===== src/rtl/feature_tx_pkg.sv =====
// Shared constants and FSM encoding for the blob feature transmit serializer.
// FEATURE_TX_CHECKSUM_EN adds a trailing XOR byte to every packet (CKSUM state).
package feature_tx_pkg;

    localparam logic [7:0] HDR_REC = 8'hA5;
    localparam logic [7:0] HDR_EOF = 8'h5A;
    localparam int         REC_LEN = 8;
    localparam int         EOF_LEN = 2;
    localparam int         IDX_BIT = 3;

`ifdef FEATURE_TX_CHECKSUM_EN
    typedef enum logic [2:0] {IDLE, HDR, PAY, EOF_HDR, EOF_CNT, CKSUM} tx_state_t;
`else
    typedef enum logic [2:0] {IDLE, HDR, PAY, EOF_HDR, EOF_CNT} tx_state_t;
`endif

endpackage


===== src/rtl/feature_fifo.sv =====
// Single-clock record FIFO; read data is registered and valid the cycle after a pop.
// A push while full is refused even if a pop happens in the same cycle.
module feature_fifo #(
    parameter int data_bit   = 38,
    parameter int fifo_depth = 16,
    parameter int fifo_abit  = 4
) (
    input  logic                clk,
    input  logic                rst,
    input  logic                wr_en,
    input  logic [data_bit-1:0] wr_data,
    input  logic                rd_en,
    output logic [data_bit-1:0] rd_data,
    output logic                rd_valid,
    output logic                full,
    output logic                empty
);

    logic [data_bit-1:0] mem [fifo_depth];
    logic [fifo_abit:0]  wr_ptr_reg;
    logic [fifo_abit:0]  rd_ptr_reg;
    logic [data_bit-1:0] rd_data_reg;
    logic                rd_valid_reg;
    logic                push;
    logic                pop;

    // Extra pointer MSB distinguishes full from empty when the indices match.
    assign empty = (wr_ptr_reg == rd_ptr_reg);
    assign full  = (wr_ptr_reg[fifo_abit] != rd_ptr_reg[fifo_abit]) &&
                   (wr_ptr_reg[fifo_abit-1:0] == rd_ptr_reg[fifo_abit-1:0]);
    assign push  = wr_en && !full;
    assign pop   = rd_en && !empty;

    always_ff @(posedge clk) begin
        if (push) begin
            mem[wr_ptr_reg[fifo_abit-1:0]] <= wr_data;
        end
        if (pop) begin
            rd_data_reg <= mem[rd_ptr_reg[fifo_abit-1:0]];
        end
    end

    always_ff @(posedge clk) begin
        if (rst) begin
            wr_ptr_reg   <= '0;
            rd_ptr_reg   <= '0;
            rd_valid_reg <= 1'b0;
        end else begin
            if (push) begin
                wr_ptr_reg <= wr_ptr_reg + 1'b1;
            end
            if (pop) begin
                rd_ptr_reg <= rd_ptr_reg + 1'b1;
            end
            rd_valid_reg <= pop;
        end
    end

    assign rd_data  = rd_data_reg;
    assign rd_valid = rd_valid_reg;

endmodule


===== src/rtl/feature_tx_serializer.sv =====
// Buffers blob bounding-box records and streams them as framed byte packets,
// plus an end-of-frame packet with the blob count. Option: FEATURE_TX_CHECKSUM_EN.
module feature_tx_serializer
    import feature_tx_pkg::*;
#(
    parameter int x_bit      = 9,
    parameter int y_bit      = 9,
    parameter int data_bit   = 38,
    parameter int fifo_depth = 16,
    parameter int fifo_abit  = 4
) (
    input  logic                clk,
    input  logic                rst,
    input  logic                rec_valid,
    input  logic [data_bit-1:0] rec_data,
    input  logic                frame_end,
    output logic [7:0]          tx_data,
    output logic                tx_valid,
    input  logic                tx_ready,
    output logic                overflow,
    output logic                busy
);

    localparam int GAP_BIT = data_bit - x_bit - 2*y_bit;

    tx_state_t           state_reg, state_next;
    logic [7:0]          tx_data_reg, tx_data_next;
    logic                tx_valid_reg, tx_valid_next;
    logic [IDX_BIT-1:0]  idx_reg, idx_next;
    logic [63:0]         shift_reg, shift_next;
    logic [15:0]         blob_cnt_reg;
    logic [15:0]         eof_cnt_reg;
    logic [15:0]         blob_sum;
    logic                eof_pending_reg, eof_pending_next;
    logic                overflow_reg;
    logic                eof_clear;
`ifdef FEATURE_TX_CHECKSUM_EN
    logic [7:0]          cks_reg, cks_next;
`endif

    logic [x_bit-1:0]    rec_minx, rec_maxx;
    logic [y_bit-1:0]    rec_miny, rec_maxy;
    logic                box_ok, rec_take, rec_push, rec_drop;
    logic                fe_take, fe_drop;

    logic                fifo_pop, fifo_full, fifo_empty, fifo_rd_valid;
    logic [data_bit-1:0] fifo_rd_data;
    logic [15:0]         field [4];
    logic [63:0]         rd_payload;
    logic [63:0]         cur_pay;

    assign rec_minx = rec_data[data_bit-1 -: x_bit];
    assign rec_maxx = rec_data[2*y_bit +: x_bit];
    assign rec_miny = rec_data[2*y_bit-1 -: y_bit];
    assign rec_maxy = rec_data[y_bit-1:0];

    // Inverted boxes are the accumulator's cleared value and are silently discarded.
    assign box_ok   = (rec_minx <= rec_maxx) && (rec_miny <= rec_maxy);
    assign rec_take = rec_valid && box_ok;
    assign rec_push = rec_take && !fifo_full;
    assign rec_drop = rec_take && fifo_full;
    assign fe_take  = frame_end && !eof_pending_reg;
    assign fe_drop  = frame_end && eof_pending_reg;

    feature_fifo #(
        .data_bit   (data_bit),
        .fifo_depth (fifo_depth),
        .fifo_abit  (fifo_abit)
    ) u_fifo (
        .clk      (clk),
        .rst      (rst),
        .wr_en    (rec_push),
        .wr_data  (rec_data),
        .rd_en    (fifo_pop),
        .rd_data  (fifo_rd_data),
        .rd_valid (fifo_rd_valid),
        .full     (fifo_full),
        .empty    (fifo_empty)
    );

    assign field[0] = 16'(fifo_rd_data[data_bit-1 -: x_bit]);
    assign field[1] = 16'(fifo_rd_data[2*y_bit +: x_bit]);
    assign field[2] = 16'(fifo_rd_data[2*y_bit-1 -: y_bit]);
    assign field[3] = 16'(fifo_rd_data[y_bit-1:0]);

    for (genvar gi = 0; gi < 4; gi++) begin : g_pack
        assign rd_payload[63-16*gi -: 16] = field[gi];
    end

    if (GAP_BIT > x_bit) begin : g_gap
        logic unused_gap;
        assign unused_gap = ^{rec_data[data_bit-x_bit-1 : 2*y_bit+x_bit],
                              fifo_rd_data[data_bit-x_bit-1 : 2*y_bit+x_bit]};
    end

    // The popped word lands one cycle after the pop, i.e. while HDR is shown.
    assign cur_pay = fifo_rd_valid ? rd_payload : shift_reg;

    // A record accepted together with frame_end belongs to the ending frame.
    assign blob_sum = (rec_push && (blob_cnt_reg != 16'hFFFF)) ? blob_cnt_reg + 16'd1
                                                               : blob_cnt_reg;

    always_comb begin
        eof_pending_next = eof_pending_reg;
        if (fe_take) begin
            eof_pending_next = 1'b1;
        end else if (eof_clear) begin
            eof_pending_next = 1'b0;
        end
    end

    always_ff @(posedge clk) begin
        if (rst) begin
            blob_cnt_reg    <= '0;
            eof_cnt_reg     <= '0;
            eof_pending_reg <= 1'b0;
            overflow_reg    <= 1'b0;
        end else begin
            if (fe_take) begin
                eof_cnt_reg  <= blob_sum;
                blob_cnt_reg <= '0;
            end else begin
                blob_cnt_reg <= blob_sum;
            end
            eof_pending_reg <= eof_pending_next;
            if (rec_drop || fe_drop) begin
                overflow_reg <= 1'b1;
            end
        end
    end

    always_ff @(posedge clk) begin
        if (rst) begin
            state_reg    <= IDLE;
            tx_data_reg  <= '0;
            tx_valid_reg <= 1'b0;
            idx_reg      <= '0;
            shift_reg    <= '0;
`ifdef FEATURE_TX_CHECKSUM_EN
            cks_reg      <= '0;
`endif
        end else begin
            state_reg    <= state_next;
            tx_data_reg  <= tx_data_next;
            tx_valid_reg <= tx_valid_next;
            idx_reg      <= idx_next;
            shift_reg    <= shift_next;
`ifdef FEATURE_TX_CHECKSUM_EN
            cks_reg      <= cks_next;
`endif
        end
    end

    // tx_data/tx_valid are registered: each state computes the byte shown next.
    always_comb begin
        state_next    = state_reg;
        tx_data_next  = tx_data_reg;
        tx_valid_next = tx_valid_reg;
        idx_next      = idx_reg;
        shift_next    = shift_reg;
        fifo_pop      = 1'b0;
        eof_clear     = 1'b0;
`ifdef FEATURE_TX_CHECKSUM_EN
        cks_next      = cks_reg;
`endif
        if (fifo_rd_valid) begin
            shift_next = rd_payload;
        end

        case (state_reg)
            IDLE: begin
                tx_valid_next = 1'b0;
                if (!fifo_empty) begin
                    fifo_pop      = 1'b1;
                    state_next    = HDR;
                    tx_valid_next = 1'b1;
                    tx_data_next  = HDR_REC;
                end else if (eof_pending_reg) begin
                    state_next    = EOF_HDR;
                    tx_valid_next = 1'b1;
                    tx_data_next  = HDR_EOF;
                end
            end
            HDR: begin
                if (tx_ready) begin
                    state_next   = PAY;
                    idx_next     = '0;
                    tx_data_next = cur_pay[63:56];
                    shift_next   = {cur_pay[55:0], 8'h00};
`ifdef FEATURE_TX_CHECKSUM_EN
                    cks_next     = '0;
`endif
                end
            end
            PAY: begin
                if (tx_ready) begin
`ifdef FEATURE_TX_CHECKSUM_EN
                    cks_next = cks_reg ^ tx_data_reg;
`endif
                    if (idx_reg == IDX_BIT'(REC_LEN-1)) begin
`ifdef FEATURE_TX_CHECKSUM_EN
                        state_next    = CKSUM;
                        tx_data_next  = cks_reg ^ tx_data_reg;
`else
                        state_next    = IDLE;
                        tx_valid_next = 1'b0;
`endif
                    end else begin
                        idx_next     = idx_reg + 1'b1;
                        tx_data_next = shift_reg[63:56];
                        shift_next   = {shift_reg[55:0], 8'h00};
                    end
                end
            end
            EOF_HDR: begin
                if (tx_ready) begin
                    state_next   = EOF_CNT;
                    idx_next     = '0;
                    tx_data_next = eof_cnt_reg[15:8];
                end
            end
            EOF_CNT: begin
                if (tx_ready) begin
                    if (idx_reg == IDX_BIT'(EOF_LEN-1)) begin
                        eof_clear = 1'b1;
`ifdef FEATURE_TX_CHECKSUM_EN
                        state_next    = CKSUM;
                        tx_data_next  = eof_cnt_reg[15:8] ^ eof_cnt_reg[7:0];
`else
                        state_next    = IDLE;
                        tx_valid_next = 1'b0;
`endif
                    end else begin
                        idx_next     = idx_reg + 1'b1;
                        tx_data_next = eof_cnt_reg[7:0];
                    end
                end
            end
`ifdef FEATURE_TX_CHECKSUM_EN
            CKSUM: begin
                if (tx_ready) begin
                    state_next    = IDLE;
                    tx_valid_next = 1'b0;
                end
            end
`endif
            default: begin
                state_next    = IDLE;
                tx_valid_next = 1'b0;
            end
        endcase
    end

    assign tx_data  = tx_data_reg;
    assign tx_valid = tx_valid_reg;
    assign overflow = overflow_reg;
    assign busy     = (state_reg != IDLE) || !fifo_empty || eof_pending_reg;

endmodule


===== config.mk =====
export PLATFORM = sky130hd
export DESIGN_NAME = feature_tx_serializer
export DESIGN_NICKNAME = d
export VERILOG_FILES = /design/src/rtl/feature_tx_pkg.sv /design/src/rtl/feature_fifo.sv /design/src/rtl/feature_tx_serializer.sv
export SDC_FILE = /design/constraint.sdc
export NUM_CORES = 1
export LEC_CHECK = 0
export CORE_UTILIZATION = 55
export CTS_CLUSTER_SIZE = 8
export DETAILED_ROUTE_END_ITERATION = 8
export MAX_ROUTING_LAYER = met4
export PLACE_DENSITY = 0.72
export SKIP_LAST_GASP = 1
export SLEW_MARGIN = 30
export SYNTH_ARGS = -nofsm -noshare
export SYNTH_HDL_FRONTEND = slang
export SYNTH_HIERARCHICAL = 1
export SYNTH_SLANG_ARGS = --single-unit

===== constraint.sdc =====
create_clock -name clk -period 7.47 [get_ports clk]
set_input_delay 1.494 -clock clk [delete_from_list [all_inputs] [get_ports clk]]
set_output_delay 1.494 -clock clk [all_outputs]
set_load 0.02 [all_outputs]

==> results.md <==
* CTS tree: done
* Final Setup Violations at 0
* Total GRT Usage at 26.0%
* Post-Route Setup TNS at 0 ns
* WP buf/inv at 3
* Detailed Place HPWL at 36.1 mm
* Syn_nets at 1703
* Switching part of the total at 24.5%
* Synthesized area at 0.0296 mm2
* Slowest CP cell: clkdlybuf4s50_1
* Synth-to-Final Area Change at 14.4%
* TritonCTS Buffers at 102
* Tmin final at 5.18 ns
* Post-CTS sizing at 0
* Crit path cell chain: clkdlybuf4s50_1, ha_1, and3_1, o21a_1, o21ai_1, nand3_1, nor3_1, buf_4, o211ai_1, nor2_4, buf_4
* Clock group share of total power at 41.7%
* RSZ-0062 raised after global routing: no
* Final setup margin at 2.29 ns
* 1st-iter DRT viols at 1866
* Starting density of the core at 55.9%
* Final wirelength at 67.1 mm
* # diodes at 0
* Worst reg-to-reg path cell count at 9
* Core footprint at 0.0529 mm2
* Synth Warn # at 6
* Initial antenna violation count at 0
* Hold Crit Class: register to register
* Largest net degree at the start of global routing at 75
* Critical path's top delay family: buffers and inverters
* Total number of vias at 15800
* Final Skew at 0.0212 ns
* Worst-margin pin slew at 0.963 ns
* Final Util at 64.0%
* Worst endpoint required time at 7.80 ns
* Number of flip-flops in the largest register at 576
* First-pass detailed-route iteration total at 9
* Die Ht at 234 um
* Total grt overflow at 0
* Cells after Synth at 1633
* Pre-CTS setup slack at 1.63 ns
* CP Class: primary input to register
* Critical R2R Launch: u_fifo/rd_ptr_reg[2]$_SDFFE_PP0P_
* Critical Path Most Common Cell: buf_4
* Sequential share of power at 46.3%
* Die X at 234 um
* Hold_buf cts at 0
* Routed WL per cell at 27.0 um
* Root Buffer: clkbuf_16
* DRC viols at 4
* Relative slew slack at 35.8%
* Static leakage at 10.8 nW
* Worst skew pair latency at 0.66 ns
* Post-route ant nets at 0
* P_int at 0.00760 W
* Hold Crit Endpoint: eof_cnt_reg[15]$_SDFFE_PP0P_
* First-pass GRT wire length at 100 mm
* Worst VDD drop at 0.203 mV
* Count of pins over their slew limit at 0
* Share of layout cells above drive strength 1 at 18.3%
* Pwr per Cell Area at 298 mW/mm2
* Mean number of vias per cell at 6.37
* CP Max Fanout at 17
* H-tree levels at 3
* Worst path depth at 11
* Syn avg cell area at 18.1 um2
* Failing checks: design-rule violations
* Via count of the first global-routing pass at 15900
* Deepest clock path buffer count at 3
* R2r setup slk at 3.45 ns
* Final net count at 1805
* RePlAce Congestion at 0.837
* Outcome: complete, but fails checks
* Fmax at 193 MHz
* Combinational Power Share at 12.0%
* Die Area at 0.0547 mm2
* IO Port Bufs at 51
* WHS Path Cells at 2
* Net Switching at 0.00246 W
* IO Count at 54
* Post-route clock period utilization at 69.4%
* Hold Crit Start: eof_cnt_reg[15]$_SDFFE_PP0P_
* Fillers at 3563
* Crit path capture type: register
* CP max stage delay at 0.91 ns
* Postcts setup bufs at 0
* Reg2Reg Capture Point: u_fifo/mem[4][35]$_DFFE_PP_
* Clock slew at reported path FFs at 0.05 ns
* Clock sink count at 736
* Worst setup SP type: primary input
* Row cnt at 84
* Hold Vio Cnt, Final at 0
* MaxCap Viol Count at 0
* Data arrival time at the worst-slack endpoint at 5.51 ns
==> worst max path at each step <==
stage / startpoint / endpoint
final: rec_data[13] / u_fifo/mem[4][35]$_DFFE_PP_
after global routing: rec_data[3] / u_fifo/mem[4][26]$_DFFE_PP_
after CTS: rec_data[19] / u_fifo/mem[4][26]$_DFFE_PP_
after detailed placement: rec_data[24] / u_fifo/mem[4][31]$_DFFE_PP_
after global placement: rec_data[19] / u_fifo/mem[4][34]$_DFFE_PP_
after floorplan: rec_data[19] / u_fifo/mem[3][0]$_DFFE_PP_
==> worst register-to-register path: cells and delay by family, from the launching register on <==
kind | cells | cell delay, ns
AOI/OAI and AO/OA | 1 | 0.35
buffers and inverters | 3 | 1.26
DFF | 1 | 0.31
and+or+nand+nor | 4 | 1.53
xor gates and xnor gates | 1 | 0.24
==> metrics by stage <==
stage	cells	total power, W	area (um2)	hold slack [ns]
2_1_floorplan	1633	0.00559	29600	0.425
3_3_place_gp	2318	0.00590	30900	0.438
3_5_place_dp	2319	0.00595	30900	0.443
4_1_cts	2485	0.0101	33800	0.452
5_1_grt	2485	0.0104	33800	0.466
6_report	2485	0.0101	33800	0.452
==> area by class of cell <==
class / count / area [um2] / share of cell area, %
sequential: 736 / 20900 / 61.7
multi-input combinational: 764 / 8140 / 24.1
clock buffer: 157 / 2760 / 8.16
timing repair buffer: 91 / 880 / 2.60
tap: 688 / 861 / 2.54
clock inverter: 9 / 164 / 0.485
inverter: 40 / 150 / 0.444
==> layer usage <==
| layer | wire (um) | GRT usage, % | part of all wire, % | vias up |
|---|---|---|---|---|
| met5 | 0 | - | 0 | - |
| met4 | 2590 | 10.4 | 3.9 | 0 |
| met3 | 4760 | 5.12 | 7.1 | 163 |
| met2 | 32900 | 40.4 | 49 | 669 |
| met1 | 26800 | 34.2 | 40 | 8200 |
| li1 | - | - | - | 6797 |
==> cells in the final DEF, fill, tap and decap left out, types with 5 or more instances in the layout <==
master and count:
o211ai_1 5, a22o_1 5, nor2_1 81, inv_1 39
mux4_2 124, mux4_1 56, a22oi_1 14, dfxtp_1 120
nor4_1 7, nand4_1 10, o21ai_0 65, nand2_1 99
nand2b_1 5, o21ai_1 6, ha_1 27, a21oi_1 35
xnor2_1 18, clkdlybuf4s50_1 50, buf_4 34, edfxtp_1 612
mux2_2 16, a31oi_1 5, nor2_4 12, a222oi_1 21
nand3_1 15, clkbuf_1 55, nor2b_1 6, nor3_1 5
clkbuf_16 102, mux2i_1 56, o22ai_1 7
==> power groups by stage <==
stage	Combinational [W]	Clock [W]	Sequential, W
final	0.00121	0.00420	0.00466
after global routing	0.00130	0.00442	0.00467
after CTS	0.00121	0.00425	0.00466
after detailed placement	0.00120	0	0.00474
after global placement	0.00116	0	0.00474
after floorplan	0.000880	0	0.00471
(Power assumes the default switching activity.)
